==> config.mk <==
export PLATFORM = sky130hd
export DESIGN_NAME = hex_display_ctrl_flat
export DESIGN_NICKNAME = d
export VERILOG_FILES = /design/src/rtl/hex_display_ctrl_if.sv /design/src/rtl/hex_display_ctrl.sv /design/src/flat_wrapper.sv
export SDC_FILE = /design/constraint.sdc
export NUM_CORES = 1
export LEC_CHECK = 0
export CAP_MARGIN = 20
export CORE_MARGIN = 5
export CORE_UTILIZATION = 55
export CTS_CLUSTER_SIZE = 20
export DETAILED_ROUTE_END_ITERATION = 12
export PLACE_DENSITY = 0.75
export SLEW_MARGIN = 20
export SYNTH_ARGS = -nofsm -noshare
export SYNTH_HDL_FRONTEND = slang
export SYNTH_SLANG_ARGS = --single-unit
==> constraint.sdc <==
create_clock -name clk -period 5.7 [get_ports clk]
set_input_delay 0.57 -clock clk [delete_from_list [all_inputs] [get_ports clk]]
set_output_delay 0.57 -clock clk [all_outputs]
set_load 0.01 [all_outputs]
==> src/rtl/hex_display_ctrl_if.sv <==
// Switch/button inputs and seven-segment outputs of hex_display_ctrl.
// The board top drives sw/freeze_btn; the controller drives hex/frozen/changed.
interface hex_display_ctrl_if #(
    parameter int unsigned WIDTH  = 10,
    parameter int unsigned DIGITS = 3
);
    logic [WIDTH-1:0]    sw;
    logic                freeze_btn;
    logic [7*DIGITS-1:0] hex;
    logic                frozen;
    logic                changed;

    modport master (
        output sw,
        output freeze_btn,
        input  hex,
        input  frozen,
        input  changed
    );

    modport slave (
        input  sw,
        input  freeze_btn,
        output hex,
        output frozen,
        output changed
    );
endinterface

==> src/rtl/hex_display_ctrl.sv <==
// Synchronised, debounced switch value shown on active-low hex digits, with freeze button.
// Optional macro HEX_BLANK_EN: blank leading zero digits (digit 0 always shown).
module hex_display_ctrl #(
    parameter int unsigned WIDTH    = 10,
    parameter int unsigned DIGITS   = 3,
    parameter int unsigned DEBOUNCE = 500000
) (
    input logic               clk,
    input logic               rst,
    hex_display_ctrl_if.slave io
);
    localparam int unsigned NB = 4 * DIGITS;
    localparam int unsigned CW = (DEBOUNCE > 1) ? $clog2(DEBOUNCE) : 1;
    localparam logic [CW-1:0] CNT_MAX = CW'(DEBOUNCE - 1);

    if (WIDTH == 0 || WIDTH > NB) begin : g_bad_width
        $error("hex_display_ctrl: WIDTH must be within 1..4*DIGITS");
    end
    if (DEBOUNCE == 0) begin : g_bad_debounce
        $error("hex_display_ctrl: DEBOUNCE must be at least 1");
    end

    logic [WIDTH-1:0] sw_s1_q, sw_s2_q;
    logic             btn_s1_q, btn_s2_q;
    logic [WIDTH-1:0] cand_q, cand_d;
    logic [CW-1:0]    cnt_q, cnt_d;
    logic             bcand_q, bcand_d;
    logic [CW-1:0]    bcnt_q, bcnt_d;
    logic             btn_db_q, btn_db_d;
    logic             frozen_q, frozen_d;
    logic [WIDTH-1:0] shown_q, shown_d;
    logic             changed_q, changed_d;

    always_comb begin
        cand_d    = cand_q;
        cnt_d     = cnt_q;
        bcand_d   = bcand_q;
        bcnt_d    = bcnt_q;
        btn_db_d  = btn_db_q;
        frozen_d  = frozen_q;
        shown_d   = shown_q;
        changed_d = 1'b0;

        if (sw_s2_q != cand_q) begin
            cand_d = sw_s2_q;
            cnt_d  = '0;
        end else if (cnt_q != CNT_MAX) begin
            cnt_d = cnt_q + CW'(1);
        end

        if (btn_s2_q != bcand_q) begin
            bcand_d = btn_s2_q;
            bcnt_d  = '0;
        end else if (bcnt_q != CNT_MAX) begin
            bcnt_d = bcnt_q + CW'(1);
        end

        // Load uses the pre-edge frozen flag, so a coincident freeze-on still lets this value through.
        if (cnt_q == CNT_MAX && !frozen_q) begin
            shown_d   = cand_q;
            changed_d = (cand_q != shown_q);
        end

        if (bcnt_q == CNT_MAX) begin
            btn_db_d = bcand_q;
            if (bcand_q && !btn_db_q) begin
                frozen_d = !frozen_q;
            end
        end
    end

    always_ff @(posedge clk or posedge rst) begin
        if (rst) begin
            sw_s1_q   <= '0;
            sw_s2_q   <= '0;
            btn_s1_q  <= 1'b0;
            btn_s2_q  <= 1'b0;
            cand_q    <= '0;
            cnt_q     <= '0;
            bcand_q   <= 1'b0;
            bcnt_q    <= '0;
            btn_db_q  <= 1'b0;
            frozen_q  <= 1'b0;
            shown_q   <= '0;
            changed_q <= 1'b0;
        end else begin
            sw_s1_q   <= io.sw;
            sw_s2_q   <= sw_s1_q;
            btn_s1_q  <= io.freeze_btn;
            btn_s2_q  <= btn_s1_q;
            cand_q    <= cand_d;
            cnt_q     <= cnt_d;
            bcand_q   <= bcand_d;
            bcnt_q    <= bcnt_d;
            btn_db_q  <= btn_db_d;
            frozen_q  <= frozen_d;
            shown_q   <= shown_d;
            changed_q <= changed_d;
        end
    end

    function automatic logic [6:0] seg7(input logic [3:0] n);
        case (n)
            4'h0: seg7 = 7'b1000000;
            4'h1: seg7 = 7'b1111001;
            4'h2: seg7 = 7'b0100100;
            4'h3: seg7 = 7'b0110000;
            4'h4: seg7 = 7'b0011001;
            4'h5: seg7 = 7'b0010010;
            4'h6: seg7 = 7'b0000010;
            4'h7: seg7 = 7'b1111000;
            4'h8: seg7 = 7'b0000000;
            4'h9: seg7 = 7'b0010000;
            4'hA: seg7 = 7'b0001000;
            4'hB: seg7 = 7'b0000011;
            4'hC: seg7 = 7'b1000110;
            4'hD: seg7 = 7'b0100001;
            4'hE: seg7 = 7'b0000110;
            default: seg7 = 7'b0001110;
        endcase
    endfunction

    logic [NB-1:0]       shown_ext;
    logic [7*DIGITS-1:0] hex_v;

    always_comb begin
        shown_ext = '0;
        shown_ext[WIDTH-1:0] = shown_q;
        hex_v = '1;
        for (int unsigned i = 0; i < DIGITS; i++) begin
            hex_v[7*i +: 7] = seg7(shown_ext[4*i +: 4]);
`ifdef HEX_BLANK_EN
            if (i != 0 && (shown_ext >> (4*i)) == '0) begin
                hex_v[7*i +: 7] = '1;
            end
`endif
        end
    end

    assign io.hex     = hex_v;
    assign io.frozen  = frozen_q;
    assign io.changed = changed_q;
endmodule

==> src/flat_wrapper.sv <==
// flat-port wrapper written by rule: the top's interface ports become plain ports
module hex_display_ctrl_flat 
#(
    parameter int unsigned WIDTH    = 10,
    parameter int unsigned DIGITS   = 3,
    parameter int unsigned DEBOUNCE = 500000
)
  (clk, rst, io_sw, io_freeze_btn, io_hex, io_frozen, io_changed);
  hex_display_ctrl_if #(.WIDTH(WIDTH), .DIGITS(DIGITS)) io_i ();
  input logic clk;
  input logic rst;
  input wire logic [$bits(io_i.sw)-1:0] io_sw;
  input wire logic [$bits(io_i.freeze_btn)-1:0] io_freeze_btn;
  output wire logic [$bits(io_i.hex)-1:0] io_hex;
  output wire logic [$bits(io_i.frozen)-1:0] io_frozen;
  output wire logic [$bits(io_i.changed)-1:0] io_changed;
  assign io_i.sw = io_sw;
  assign io_i.freeze_btn = io_freeze_btn;
  assign io_hex = io_i.hex;
  assign io_frozen = io_i.frozen;
  assign io_changed = io_i.changed;
  hex_display_ctrl #(.WIDTH(WIDTH), .DIGITS(DIGITS), .DEBOUNCE(DEBOUNCE)) u_core (.clk(clk), .rst(rst), .io(io_i));
endmodule
==> results.ini, run 1 <==
[clocking]
cts_repair_resize_count=0
clock_latency_ns=0.35
cts.htree.levels=3
numClockSinks=84
cts-buffers-inserted=9
clockBufferDepth=2
tritoncts=yes
post_cts_repair_timing_setup_buffer_count=0
worst_setup_hold_path_clk_slew_ns=0.09
cts_root_buffer=clkbuf_8
post_cts_hold_buffer_count=0

[floorplan]
rows=31
placeable_core_area_um2=7210
chipWidth_um=96.0
design.portCount=36
fp.dieArea_um2=9220
die_h_um=96.0
start_util_pct=56.4

[critical_path]
reg2reg_setup_slack_ns=3.49
crit_type=reg -> out
rr_startpoint=u_core.cand_q[6]
critical_path_arrival_ns=2.41
crit_required_ns=5.13
worstSetupEndpointType=output port
timing.rr.end=u_core.cnt_q[2]
timing.critical_path.fanout_max=7
reg2regPathDepth=5
timing.critical_path.from_type=flop
setup.worst_path.start=u_core.shown_q[5]

[min_path]
holdCritStartpoint=u_core.sw_s1_q[5]
whs_path_depth=0
hold_path.class=reg -> reg
worstHoldEndpoint=u_core.sw_s2_q[5]

[synthesis]
synth-seq-area-share_pct=51.6
synthesized_instance_count=362
yosys.area.top_type_share_pct=51.6
syn_area_per_cell_um2=11.2
mappedNetlistNets=390
ys_seq_elements=84
synth.largest_area_cell=dfrtp_1
postSynth.topFlopCell=dfrtp_1
synth-edff-count=0
synthesis.area_um2=4070
yosysWarnings=0
yosysMostFrequentCell=dfrtp_1
post_synth_main_area_contributors=dfrtp_1 52%, xor2_1 6.7%, nor2_1 4.8%
ys_async_sr_fraction_pct=100
synth_cell_type_count=47
synth.cells.most_frequent=84 x dfrtp_1, 52 x nor2_1, 31 x xor2_1, 20 x clkbuf_1, 19 x xnor2_1

[global_route]
global_route.overflow_total=0
use_met3_pct=3.36
global_route.usage.met1_pct=21.3
first_global_vias=2490
overall_global_routing_usage_pct=15.9
gr-usage-met2_pct=25.4
grt_max_degree=85
grt_first_pass_wirelength_um=11400
busiest_layer=met2
grt_antenna_before_repair=0

[route]
drt_first_pass_iters=4
route.vias.total=2501
vias_per_cell=5.09
routed_wire_length_per_instance_um=13.2
detail_route.iter0.violations=93
drc_errors=0
finalWirelength_um=6500
ant_nets=0

[run]
max_cap_viol_count=0

[final_layout]
flow.area_growth_from_synthesis_pct=14.8
drive_above_1_share_pct=11.7
antenna_cells_inserted=0
final_nets=415

[power_and_ir_drop]
post-layout-total-power_w=0.00109
leakage_nw=1.99
vdd_ir_drop_max_uv=161
cellPowerDensity_nw_per_um2=234

[placed_design]
place_congestion=0.824
dp.final_hpwl_um=4600
port_buffers=34

[timing]
timing.final.crit_share_pct=52.3
grt_setup_unrepaired=false
timing.final.hold_violations=0
worst_slew_pin_slew_ns=0.807
final_period_minus_worst_setup_slack_ns=2.98
slew_headroom_pct=46.0
clock_skew_ns=0.0142
fin_tns_setup_ns=0
fmax_mhz=336
final-setup-viol-count=0
max_slew_violation_count=0

[status]
status=completed

## routing by layer
layer  vias to the layer above  share of wire (%)
met1                      1185                 49
met4                         0                1.1
met3                         8                3.6
met2                        28                 47
met5                         -                  0
li1                       1280                  -
## state kept, by name, indices dropped and copies added (netlist names)
name / count
u_core.bcnt_q: 19
u_core.cnt_q: 19
u_core.cand_q: 10
u_core.shown_q: 10
u_core.sw_s1_q: 10
u_core.sw_s2_q: 10
u_core.bcand_q: 1
u_core.btn_db_q: 1
u_core.btn_s1_q: 1
u_core.btn_s2_q: 1
u_core.io.changed: 1
u_core.io.frozen: 1
## power by group
part / internal, W / leakage [nW] / switching (W) / total, W
clock: 0.000217 / 0.103 / 0.000213 / 0.000430
combinational: 0.0000183 / 0.789 / 0.0000229 / 0.0000412
sequential: 0.000611 / 1.09 / 0.0000124 / 0.000623
## area by class of cell
cell class | count | area (µm²)
Multi-Input combinational cell | 246 | 1840
Fill cell | 562 | 2540
Clock inverter | 6 | 68.8
Sequential cell | 84 | 2100
Timing Repair Buffer | 36 | 359
Tap cell | 99 | 124
Clock buffer | 10 | 138
Inverter | 10 | 38.8
## logic make-up after synthesis
family | synth area share [%]
AO/OA/AOI/OAI | 4.21
XOR/XNOR | 10.8
adder cells (fa/ha/maj) | 4.61
buffers and inverters | 3.13
flip-flops | 51.6
multiplexers | 7.31
other | 0.0921
AND/OR/NAND/NOR | 18.3
## cell usage in the layout, fill, tap and decap left out, types with 4 or more instances in the layout
cell type / count
xor2_1: 31
and3_1: 5
nor3_1: 6
mux2_4: 10
nor2b_1: 4
clkbuf_8: 10
o21ai_0: 6
and4_1: 4
mux2i_1: 8
a22o_1: 4
inv_1: 9
nand2_1: 16
a31oi_1: 4
ha_1: 15
clkdlybuf4s50_1: 34
nand3_1: 10
nor2_1: 52
dfrtp_1: 84
nand4_1: 12
xnor2_1: 19
## stage by stage
step / hold slack (ns) / worst slack, ns / utilization (%) / cell area, µm² / cells
after detailed placement: 0.335 / 3.10 / 61.8 / 4460 / 475
final: 0.345 / 2.72 / 64.8 / 4670 / 491
after global routing: 0.358 / 2.52 / 64.8 / 4670 / 491
after floorplan: 0.331 / 2.96 / - / 4070 / 362
after global placement: 0.332 / 3.17 / 61.8 / 4460 / 475
after CTS: 0.353 / 2.70 / 64.7 / 4670 / 491
## worst max-delay path by stage
stage                          end  slack, ns  depth (start not counted)
floorplan           u_core.bcand_q       2.96                          1
global placement         io_hex[7]       3.17                          6
detailed placement       io_hex[7]       3.10                          6
CTS                      io_hex[7]       2.70                          6
global route             io_hex[7]       2.52                          6
finish                   io_hex[7]       2.72                          6
## critical path: stages, from the launching register on
cell and delay, ns:
dfrtp_1 0.47, inv_1 0.16, ha_1 0.26, nor2b_1 0.08
or3b_2 0.45, o21ai_0 0.08, clkdlybuf4s50_1 0.56
No activity file was read; power rests on OpenSTA's default activity.
==> inputs of run 2 (changes only) <==
- CORE_UTILIZATION: 55 -> 52
- PLACE_DENSITY: 0.75 -> 0.74
- clock period: 5.7 -> 2.6 ns (I/O delays scaled with it)
==> run 2 against run 1 <==
Net effect:
- die area increased by 5.2%
- wire length grew 4.2%
- total power is 130% higher
- sequential power is 120% higher
- sequential share of layout area down 0.58 points
- first-iteration DRC count grew 39%
- clock skew decreased by 0.0052 ns
- core utilization shrank 3.0 points
- design area rose by 1.6%
- register-to-register slack got worse by 3.0 ns
- sequential cell count unchanged
- critical path depth down 1
- highest routed layer unchanged
==> results.ini, run 2 (synthesis gave the netlist of run 1 again) <==
[power_and_ir_drop]
vdd_ir_drop_max_uv=413  ; +160%
cellPowerDensity_nw_per_um2=523  ; +120%
leakage_nw=2.03  ; +2.0%

[timing]
postLayoutSetupSlackWorst_ns=0.148  ; -2.57 ns
grt_setup_unrepaired=false
timing.final.hold_violations=0  ; unchanged
final-setup-viol-count=0  ; unchanged
worst_slew_pin_slew_ns=0.815  ; +0.00770 ns
final_period_minus_worst_setup_slack_ns=2.45
timing.final.crit_share_pct=94.3
fin_tns_setup_ns=0  ; unchanged
slew_headroom_pct=45.3  ; -0.77 points
max_slew_violation_count=0  ; unchanged
clock_skew_ns=0.00893  ; -0.00522 ns
fmax_mhz=408

[floorplan]
fp.dieArea_um2=9700  ; +5.2%
chipWidth_um=98.5  ; +2.5%
design.portCount=36  ; unchanged
die_h_um=98.5  ; +2.5%
placeable_core_area_um2=7690  ; +6.6%
rows=32  ; +3.2%
start_util_pct=53.0  ; -3.5 points

[placed_design]
placed_area_um2=4500  ; +0.87%
place_inst=481  ; +1.3%
place_congestion=0.768  ; -6.8%
dp_worst_setup_slack_ns=0.312  ; -2.79 ns
dp.final_hpwl_um=4620  ; +0.35%
port_buffers=34  ; unchanged

[critical_path]
timing.critical_path.from_type=flop
timing.critical_path.fanout_max=7  ; unchanged
timing.critical_path.slowest_cell_delay_ns=0.49  ; -0.07 ns
crit_type=reg -> out
crit_required_ns=2.34  ; -2.79 ns
slowest_stage=clkdlybuf4s50_1
critical-path-top-cell-by-count=inv_1
worstPathCellList=inv_1 > ha_1 > inv_1 > mux4_2 > clkdlybuf4s50_1
worstSetupEndpointType=output port
critical_path_arrival_ns=2.19  ; -0.22 ns

[clocking]
post_cts_hold_buffer_count=0  ; unchanged
numClockSinks=84  ; unchanged
worst_setup_hold_path_clk_slew_ns=0.09  ; about the same
tritoncts=yes
clockBufferDepth=2  ; unchanged
cts.htree.levels=3  ; unchanged
cts_root_buffer=clkbuf_8
cts-buffers-inserted=9  ; unchanged
clock_latency_ns=0.34  ; about the same

[final_layout]
nFillCells=625  ; +11%
antenna_cells_inserted=0  ; unchanged
layoutNonFillerInstCount=498  ; +1.4%
postLayoutCellArea_um2=4740  ; +1.6%
final_nets=420  ; +1.2%
flow.area_growth_from_synthesis_pct=16.5
most_common_library_cell_in_the_layout_ignoring_fill_and_taps=dfrtp_1
top_registers=u_core.bcnt_q (19), u_core.cnt_q (19)
drive_above_1_share_pct=13.9  ; +2.2 points
layout_common_cells=80 x dfrtp_1, 52 x nor2_1, 32 x clkdlybuf4s50_1

[route]
drc_errors=0  ; unchanged
routed_wire_length_per_instance_um=13.6  ; +2.8%
drt_first_pass_iters=4  ; unchanged
vias_per_cell=5.17  ; +1.4%
detail_route.iter0.violations=129  ; +39%
finalWirelength_um=6770  ; +4.2%
ant_nets=0  ; unchanged
route.vias.total=2573  ; +2.9%

[status]
status=completed

[global_route]
overall_global_routing_usage_pct=14.9  ; -0.93 points
grt_max_degree=53  ; -38%
grt_antenna_before_repair=0  ; unchanged
global_route.overflow_total=0  ; unchanged
first_global_vias=2585  ; +3.8%
grt_first_pass_wirelength_um=11900  ; +4.3%

[run]
max_cap_viol_count=0  ; unchanged

[min_path]
hold_path.class=in -> async

==> run 2: cell types whose count changed in the layout (fill, tap and decap cells not counted), sizes merged <==
| cell | change |
|---|---|
| dlygate4sd2 | +2 |
| clkinvlp | -1 |
| inv | -2 |
| clkinv | +1 |
| bufinv | +1 |
| buf | +5 |
| clkdlybuf4s50 | -2 |
==> run 2: worst paths after layout <==
path,start,to,slack (ns),depth (start not counted)
max in group asynchronous,rst,u_core.shown_q[1],1.67,3
worst min-delay path,rst,u_core.btn_s2_q,0.27,2
worst max register to register,u_core.cnt_q[0],u_core.shown_q[0],0.45,6
worst max-delay path,u_core.shown_q[5],io_hex[10],0.15,5
worst min register to register,u_core.sw_s1_q[4],u_core.sw_s2_q[4],0.35,0
min in group clk,io_sw[4],u_core.sw_s1_q[4],0.35,1
==> run 2: timing repair <==
item,CTS,global route
setup endpoints to repair,3,2
buffers inserted,0,2
gates cloned,0,0
resized for setup,6,1
==> run 2: cell type report <==
| cell class | instances | area, µm² | area share, % |
|---|---|---|---|
| Sequential cell | 84 | 2110 | 44.4 |
| Clock inverter | 5 | 86.3 | 1.82 |
| Clock buffer | 10 | 138 | 2.90 |
| Multi-Input combinational cell | 246 | 1840 | 38.9 |
| Tap cell | 102 | 128 | 2.69 |
| Inverter | 10 | 38.8 | 0.818 |
| Timing Repair Buffer | 41 | 403 | 8.49 |
==> run 2: power by group <==
part | internal (W) | switching (W) | total [W] | leakage, nW
sequential | 0.00134 | 0.0000276 | 0.00137 | 1.09
clock | 0.000567 | 0.000453 | 0.00102 | 0.113
combinational | 0.0000417 | 0.0000511 | 0.0000928 | 0.827
==> run 2: metal layers <==
metal / GRT usage [%] / up-vias / wire length, µm
li1: - / 1277 / -
met1: 20.4 / 1251 / 3220
met2: 23.2 / 35 / 3210
met3: 3.68 / 10 / 220
met4: 5.78 / 0 / 124
met5: 0 / - / 0
==> run 2: metrics by stage <==
stage | util, % | total power, W | hold slack (ns)
global placement | 58.5 | 0.00148 | 0.332
global route | 61.7 | 0.00259 | 0.318
floorplan | - | 0.00145 | 0.291
finish | 61.7 | 0.00248 | 0.274
CTS | 61.5 | 0.00252 | 0.281
detailed placement | 58.5 | 0.00149 | 0.335
==> run 2: critical path: cells and delay by family, from the launching register on <==
kind	cells	cell delay (ns)
muxes	1	0.46
DFF	1	0.44
adders and majority gates	1	0.30
buffers and inverters	3	0.65
